$ cat src/rtl/evp_rd_addr_s_gen_if.sv
// EVP S-memory read-address generator handshake/bus bundle.
// Ports: start/base_addr/degree/stall requests in; ready/busy,
// S read address/enable, coeff_valid/coeff_last, done/err out.
interface evp_rd_addr_s_gen_if #(
    parameter int AW    = 7,
    parameter int DEG_W = 4
);
    logic             start;
    logic [AW-1:0]    base_addr;
    logic [DEG_W-1:0] degree;
    logic             stall;
    logic             ready;
    logic             busy;
    logic [AW-1:0]    rd_addr_S_EVP;
    logic             rd_en_S_EVP;
    logic             coeff_valid;
    logic             coeff_last;
    logic             done;
    logic             err;

    modport master (
        output start, base_addr, degree, stall,
        input  ready, busy, rd_addr_S_EVP, rd_en_S_EVP,
        input  coeff_valid, coeff_last, done, err
    );

    modport slave (
        input  start, base_addr, degree, stall,
        output ready, busy, rd_addr_S_EVP, rd_en_S_EVP,
        output coeff_valid, coeff_last, done, err
    );
endinterface

$ cat src/rtl/evp_rd_addr_s_gen.sv
// EVP S-memory read-address generator: Horner-order coefficient fetch.
// Ports: clk, rst (async high), bus (slave modport of the _if bundle).
// Macro EVP_RD_LAT2_EN selects a 2-cycle S read latency (default 1).
module evp_rd_addr_s_gen #(
    parameter int s_size  = 88,
    parameter int max_deg = 10,
    parameter int deg_w   = 4
) (
    input  logic                  clk,
    input  logic                  rst,
    evp_rd_addr_s_gen_if.slave    bus
);
    localparam int AW = $clog2(s_size);
`ifdef EVP_RD_LAT2_EN
    localparam int L = 2;
`else
    localparam int L = 1;
`endif

    typedef enum logic [1:0] {IDLE, READ, DRAIN} state_t;

    state_t           state_q, state_d;
    logic [AW-1:0]    cur_q, cur_d;
    logic [deg_w-1:0] rem_q, rem_d;
    logic             seen_q, seen_d;
    logic             err_q, err_d;
    logic [L-1:0]     vld_q, lst_q;

    logic             rd_en;
    logic             rd_last;
    logic             done_c;
    logic             req_bad;
    logic [AW:0]      top_addr;

    // One extra bit so an out-of-range top address cannot wrap.
    assign top_addr = {1'b0, bus.base_addr} + (AW+1)'(bus.degree);
    assign req_bad  = (bus.degree > deg_w'(max_deg))
                   || (top_addr > (AW+1)'(s_size - 1));

    always_comb begin
        state_d = state_q;
        cur_d   = cur_q;
        rem_d   = rem_q;
        seen_d  = seen_q;
        err_d   = 1'b0;
        rd_en   = 1'b0;
        rd_last = 1'b0;
        done_c  = 1'b0;
        unique case (state_q)
            IDLE: begin
                if (bus.start) begin
                    if (req_bad) begin
                        err_d = 1'b1;
                    end else begin
                        cur_d   = top_addr[AW-1:0];
                        rem_d   = bus.degree;
                        seen_d  = 1'b0;
                        state_d = READ;
                    end
                end
            end
            READ: begin
                if (!bus.stall) begin
                    rd_en = 1'b1;
                    if (rem_q == '0) begin
                        rd_last = 1'b1;
                        state_d = DRAIN;
                    end else begin
                        cur_d = cur_q - AW'(1);
                        rem_d = rem_q - deg_w'(1);
                    end
                end
            end
            DRAIN: begin
                // done fires the cycle after the last beat is seen.
                if (seen_q) begin
                    done_c  = 1'b1;
                    seen_d  = 1'b0;
                    state_d = IDLE;
                end else if (bus.coeff_valid && bus.coeff_last) begin
                    seen_d = 1'b1;
                end
            end
            default: state_d = IDLE;
        endcase
    end

    always_ff @(posedge clk or posedge rst) begin
        if (rst) begin
            state_q <= IDLE;
            cur_q   <= '0;
            rem_q   <= '0;
            seen_q  <= 1'b0;
            err_q   <= 1'b0;
            vld_q   <= '0;
            lst_q   <= '0;
        end else begin
            state_q <= state_d;
            cur_q   <= cur_d;
            rem_q   <= rem_d;
            seen_q  <= seen_d;
            err_q   <= err_d;
`ifdef EVP_RD_LAT2_EN
            vld_q   <= {vld_q[0], rd_en};
            lst_q   <= {lst_q[0], rd_last};
`else
            vld_q   <= rd_en;
            lst_q   <= rd_last;
`endif
        end
    end

    // cur_q only moves while reading, so it also holds the last address.
    assign bus.rd_addr_S_EVP = cur_q;
    assign bus.rd_en_S_EVP   = rd_en;
    assign bus.coeff_valid   = vld_q[L-1];
    assign bus.coeff_last    = vld_q[L-1] & lst_q[L-1];
    assign bus.ready         = (state_q == IDLE);
    assign bus.busy          = (state_q != IDLE);
    assign bus.done          = done_c;
    assign bus.err           = err_q;
endmodule
$ cat src/flat_wrapper.sv
// flat-port wrapper written by rule: the top's interface ports become plain ports
module evp_rd_addr_s_gen_flat 
#(
    parameter int s_size  = 88,
    parameter int max_deg = 10,
    parameter int deg_w   = 4
)
  (clk, rst, bus_start, bus_base_addr, bus_degree, bus_stall, bus_ready, bus_busy, bus_rd_addr_S_EVP, bus_rd_en_S_EVP, bus_coeff_valid, bus_coeff_last, bus_done, bus_err);
  evp_rd_addr_s_gen_if bus_i ();
  input  logic clk;
  input  logic rst;
  input wire logic [$bits(bus_i.start)-1:0] bus_start;
  input wire logic [$bits(bus_i.base_addr)-1:0] bus_base_addr;
  input wire logic [$bits(bus_i.degree)-1:0] bus_degree;
  input wire logic [$bits(bus_i.stall)-1:0] bus_stall;
  output wire logic [$bits(bus_i.ready)-1:0] bus_ready;
  output wire logic [$bits(bus_i.busy)-1:0] bus_busy;
  output wire logic [$bits(bus_i.rd_addr_S_EVP)-1:0] bus_rd_addr_S_EVP;
  output wire logic [$bits(bus_i.rd_en_S_EVP)-1:0] bus_rd_en_S_EVP;
  output wire logic [$bits(bus_i.coeff_valid)-1:0] bus_coeff_valid;
  output wire logic [$bits(bus_i.coeff_last)-1:0] bus_coeff_last;
  output wire logic [$bits(bus_i.done)-1:0] bus_done;
  output wire logic [$bits(bus_i.err)-1:0] bus_err;
  assign bus_i.start = bus_start;
  assign bus_i.base_addr = bus_base_addr;
  assign bus_i.degree = bus_degree;
  assign bus_i.stall = bus_stall;
  assign bus_ready = bus_i.ready;
  assign bus_busy = bus_i.busy;
  assign bus_rd_addr_S_EVP = bus_i.rd_addr_S_EVP;
  assign bus_rd_en_S_EVP = bus_i.rd_en_S_EVP;
  assign bus_coeff_valid = bus_i.coeff_valid;
  assign bus_coeff_last = bus_i.coeff_last;
  assign bus_done = bus_i.done;
  assign bus_err = bus_i.err;
  evp_rd_addr_s_gen #(.s_size(s_size), .max_deg(max_deg), .deg_w(deg_w)) u_core (.clk(clk), .rst(rst), .bus(bus_i));
endmodule
$ cat config.mk
export PLATFORM = sky130hd
export DESIGN_NAME = evp_rd_addr_s_gen_flat
export DESIGN_NICKNAME = d
export VERILOG_FILES = /design/src/rtl/evp_rd_addr_s_gen_if.sv /design/src/rtl/evp_rd_addr_s_gen.sv /design/src/flat_wrapper.sv
export SDC_FILE = /design/constraint.sdc
export NUM_CORES = 1
export LEC_CHECK = 0
export CORE_MARGIN = 2
export CORE_UTILIZATION = 53
export CTS_BUF_LIST = sky130_fd_sc_hd__clkbuf_16
export CTS_CLUSTER_SIZE = 28
export DETAILED_ROUTE_END_ITERATION = 16
export PLACE_DENSITY = 0.8
export SETUP_SLACK_MARGIN = 0.05
export SLEW_MARGIN = 20
export SYNTH_ARGS = -nofsm -noshare
export SYNTH_HDL_FRONTEND = slang
export SYNTH_SLANG_ARGS = --single-unit
export TNS_END_PERCENT = 100
$ cat constraint.sdc
create_clock -name clk -period 4.3 [get_ports clk]
set_input_delay 0.645 -clock clk [delete_from_list [all_inputs] [get_ports clk]]
set_output_delay 0.645 -clock clk [all_outputs]
set_load 0.005 [all_outputs]
# == Word-level counts from Yosys, hierarchy flattened ==
# Index checks and enable logic that the tools add are counted.
# totals
regBits,17
inputBits,15
elab_cells,62
# op_classes
add_sub_neg,3
order_cmp,2
eq_ne,8
mux,31
bitwise,1
n_reduce_logical,10
# ops
cell,n
7-bit 2-to-1 mux,4
4-bit 2-to-1 mux,4
1-bit 2-to-1 mux,14
7-bit case mux with 2 select lines,1
2-bit 2-to-1 mux,5
5-bit AND reduction,2
7-bit by 4-bit adder with 8-bit output,1
8-bit by 7-bit > comparator with 1-bit output (second input constant),1
2-bit inequality test (second input constant),4
4-bit case mux with 2 select lines,1
7-bit by 1-bit subtractor with 7-bit output (second input constant),1
2-bit case mux with 3 select lines,1
2-bit nonzero test,3
4-bit > comparator (second input constant),1
4-bit zero test,1
2-bit by 1-bit inequality test with 1-bit output (second input constant),2
4-bit by 1-bit subtractor with 4-bit output (second input constant),1
3-bit AND reduction,1
2-bit by 1-bit equality test with 1-bit output (second input constant),1
2-bit equality test (second input constant),1
2-bit zero test,1
1-bit case mux with 2 select lines,1
1-bit AND,1
1-bit logical AND,1
1-bit logical OR,1

# == Depth between registers and ports, before layout ==
# depth
word_depth,6
mapped_depth,11
ltp_nobuf,10

# == Worst setup path before layout ==
# Ideal clock, no wire load.
# synth_path
path_type,input -> register
from,in bus_degree[0]
to,reg u_core.rem_q[3]
setup_time_ps,126
t_arrival_ps,2419
required_time_ps,4174
setup_slack_ps,1755
cell_stages,11
path_cell_list,ha_1 inv_1 fa_1 nand2b_1 a21oi_2 and3_4 xnor2_2 o211ai_4 nand2_4 buf_6 o2bb2ai_1
# synth_between
elab_chain_cells,5
word_cells_on_any_way,6
classes_between,add/sub (1); order compare (2); eq/ne (1); reduce/logical (2)
# synth_lines
item,line,rtl
"start, declared",flat_wrapper.sv:14,input wire logic [$bits(bus_i.degree)-1:0] bus_degree;
7-bit by 4-bit adder with 8-bit output,evp_rd_addr_s_gen.sv:36,"assign top_addr = {1'b0, bus.base_addr} + (AW+1)'(bus.degree);"
8-bit by 7-bit > comparator with 1-bit output,evp_rd_addr_s_gen.sv:38,|| (top_addr > (AW+1)'(s_size - 1));
1-bit logical OR (*),evp_rd_addr_s_gen.sv:38,
2-bit inequality test (no line) (*),n/a,
5-bit AND reduction (no line) (*),n/a,
"end signal, assigned",evp_rd_addr_s_gen.sv:100,rem_q <= rem_d;
"end, declared",evp_rd_addr_s_gen.sv:24,"logic [deg_w-1:0] rem_q, rem_d;"
# Every way passes the cells marked *; elsewhere a longest branch is shown, timed or not.
# A chain may end at the register's enable or synchronous reset.

# == Worst setup path after layout ==
# layout_path
from,in bus_degree[0]
to,reg u_core.cur_q[5] (netlist: u_core.bus.rd_addr_S_EVP[5])
# layout_between
elab_chain_cells,5
word_cells_on_any_way,9
classes_between,add/sub (1); order compare (2); eq/ne (1); mux (3); reduce/logical (2)
# layout_lines
item,line,rtl
7-bit by 4-bit adder with 8-bit output,evp_rd_addr_s_gen.sv:36,
8-bit by 7-bit > comparator with 1-bit output,evp_rd_addr_s_gen.sv:38,
1-bit logical OR,evp_rd_addr_s_gen.sv:38,
2-bit inequality test (no line),n/a,
5-bit AND reduction (no line),n/a,
"end signal, assigned",evp_rd_addr_s_gen.sv:99,cur_q <= cur_d;
"end, declared",evp_rd_addr_s_gen.sv:23,"logic [AW-1:0] cur_q, cur_d;"
# Several ways; a longest one is shown, not always the timed one. The select of a mux whose other input is x is not followed.

==> run metrics <==
TritonCTS clock tree=built; reported leakage power=about 0.71 nW; Post-CTS Hold Buffers=0; die area=around 2800 um^2; Period Utilization, post-route=between 70% and 80%; initial standard-cell utilization of the core=around 57%; synth warn=0; combinational power share=54.5%; part of the power in registers=28.1%; placed insts=roughly 200; diode insertion count for antenna repair=0; maximum number of pins on one net before global-route repair=22; fraction of final layout cells with drive strength greater than 1=under 10%; clock sink total=17; antenna violations before repair=0; accumulated negative setup slack=0 ns; synthesized area per cell=8.56 um^2; clock group share of total power=17.4%; DRC Markers=0; num rows=17; Synth-to-Final Area Change=29.7%; Slew @ Worst Pin=roughly 0.76 ns; x dimension of the die=approximately 53 um; HPWL after detailed placement=about 2.2 mm; Max-cap violations=0; non-filler instance count after layout=between 200 and 250; Hold WC Path Type=reg2reg; Async S/R FF share, synth=100%; net switching power figure=431 uW; post-layout power=roughly 1.1 mW; footprint of the multi-input gates=around 750 um^2; core region area=~2200 um^2; clk_skew=roughly 0.0022 ns; number of detailed-route iterations in the first pass=4; headroom to the max-slew limit=between 40 and 50%; layout net count=a little under 200; critical path launch point=bus_degree[0]; global-route wire length before repair=around 5.0 mm; clock slew seen by the registers of the worst setup and hold paths=0.05 ns; Top FF cell, synth=dfrtp_1; total of endpoints with negative setup slack in the final report=0; Die H=between 50 and 60 um; RSZ-0062 raised after global routing=no; total vias in the final route=1189; required arrival time at the worst endpoint=approximately 4.5 ns; Mapped Cells=~150; synth cell count leaders=nor2_1 (21), dfrtp_1 (17), inv_1 (14); Internal=around 620 uW; worst-path fanout max=4; FF+latch area=425 um^2; number of global-route vias before repair=about 1200; Syn Std Cell Area=1250 um^2; Critical Path AT=approximately 3.3 ns; dominant cells by area after synthesis=dfrtp_1 (34%), nor2_1 (6.3%), ha_1 (6.0%); switch share=roughly two fifths; fraction of synthesized cell area taken by the top area cell type=between 30% and 40%; library cell occupying the most area in the post-synthesis netlist=dfrtp_1; minimum hold slack=between 0.5 and 0.6 ns; number of hold violations in the final report=0; most common cell in the netlist=nor2_1; share of synthesized area occupied by flip-flops and latches=between 30% and 40%; run status=completed; depth of the worst register-to-register path=5; r2r startpoint=u_core.state_q[1]; Max H-tree Level=1; distinct cell type count after synthesis=39; count of instances resized after the clock tree is built=0; total power density per cell area=between 600 and 700 nW/um^2; worst-case vdd ir drop=approximately 0.5 mV; utilization of the core after routing=between 70% and 80%; number of buffers on the longest clock path=2; final critical delay including setup and external delays=a little over 3 ns; root buf cell=clkbuf_16; number of enable-type register cells in the synthesized netlist=0; post-CTS setup repair buffer count=0; Crit Path Category=in2reg; CTS Buf Count=3; achievable clock frequency=324 MHz; WL per Instance=between 10 and 15 um; drt total wl=approximately 3.0 mm; clock latency on the worst-skew pair=about 0.25 ns; final-report max-slew violation count=0; Top-Level Pins=29; startpoint kind of the worst setup timing path=input pin; total of flip-flops plus latches after synthesis=17; Worst Hold Depth=2; detailed-route vias per instance=just under 6; final-layout fill cell count=approximately 170; critical path capture point type=flop; global router's overall resource usage=around 24%; launch point of the worst hold path=u_core.rem_q[1]; gpl congestion=~0.86; starting DRC count in detailed routing=42; global route overflow=0; port bufs=28; post-synthesis net count=168; antenna-violating nets left=0
critical path: stages:
cell	delay [ns]
clkdlybuf4s50_1	0.54
ha_1	0.18
inv_1	0.05
fa_1	0.38
nand2b_1	0.18
a21oi_2	0.16
and3_4	0.21
xnor2_2	0.15
o21ai_0	0.23
a211oi_1	0.36
a2bb2oi_1	0.18
power by group through the flow:
stage                     logic, mW  registers, mW  clock network (mW)
after floorplan               0.385          0.288                   0
after global placement        0.559          0.294                   0
after detailed placement      0.572          0.296                   0
after CTS                     0.577          0.295               0.186
after global routing          0.643          0.307               0.194
final                         0.575          0.297               0.183
cell type report:
type                    count  area share, %
repair buffers             28           17.3
clock inverters             1          0.231
inverters                  14           3.24
multi-input cells         111           46.2
clock buffers               3           4.63
well taps                  28           2.16
flip-flops and latches     17           26.2
layout by cell type, fill, tap and decap left out, types with 2 or more instances in the layout:
| cell type | Yosys | final |
|---|---|---|
| a22oi_2 | 2 | 2 |
| ha_1 | 6 | 6 |
| a2bb2oi_1 | 3 | 3 |
| mux2i_1 | 2 | 2 |
| nand2b_1 | 3 | 3 |
| clkdlybuf4s50_1 | 0 | 28 |
| a21oi_1 | 13 | 13 |
| nand3_1 | 5 | 5 |
| nor2_1 | 21 | 21 |
| inv_1 | 14 | 15 |
| o31ai_1 | 2 | 2 |
| nand2_1 | 8 | 8 |
| nor3_1 | 2 | 2 |
| a22oi_1 | 3 | 3 |
| o2bb2ai_1 | 4 | 4 |
| xor2_1 | 2 | 2 |
| o21bai_1 | 3 | 3 |
| or2_2 | 2 | 2 |
| dfrtp_1 | 17 | 17 |
| nor3b_1 | 3 | 3 |
| o21ai_0 | 8 | 8 |
| nor2b_1 | 3 | 3 |
| clkbuf_16 | 0 | 3 |
registers in the layout, summed over array words and instances (netlist names):
name,flops
u_core.bus.err,1
u_core.bus.coeff_valid,1
u_core.bus.rd_addr_S_EVP,7
u_core.rem_q,4
u_core.state_q,2
u_core.seen_q,1
u_core.lst_q,1
per-stage QoR:
| step | worst slack (ns) | cell area [um^2] |
|---|---|---|
| 4_1_cts | 1.23 | 1620 |
| 3_5_place_dp | 0.990 | 1540 |
| 2_1_floorplan | 1.76 | 1250 |
| 6_report | 1.21 | 1620 |
| 3_3_place_gp | 1.05 | 1540 |
| 5_1_grt | 1.07 | 1620 |
metal layers:
metal	track usage, %	vias to the layer above	share of wire (%)
met5	0	-	0
li1	-	574	-
met1	28.7	556	43
met3	4.00	9	5.8
met2	43.5	50	49
met4	8.97	0	2.0
path summary, 6_finish.rpt:
| kind | end | slack (ns) |
|---|---|---|
| min reg2reg | u_core.rem_q[1] | 0.54 |
| min in group asynchronous | u_core.state_q[1] | 0.79 |
| max in group asynchronous | u_core.state_q[0] | 3.10 |
| min | u_core.rem_q[1] | 0.54 |
| max | u_core.bus.rd_addr_S_EVP[5] | 1.21 |
| max reg2reg | u_core.bus.rd_addr_S_EVP[1] | 2.24 |
kinds of logic (layout without fill, tap and decap cells):
logic type | Yosys count | after routing | share of synthesized area [%]
buf+inv | 18 | 46 | 6.01
xor+xnor | 4 | 4 | 3.40
mux | 2 | 2 | 1.60
flops | 17 | 17 | 34.0
fa+ha+maj | 7 | 7 | 7.61
compound gates | 46 | 46 | 26.7
simple gates | 52 | 52 | 20.6
Power figures use the tool's default switching activity.
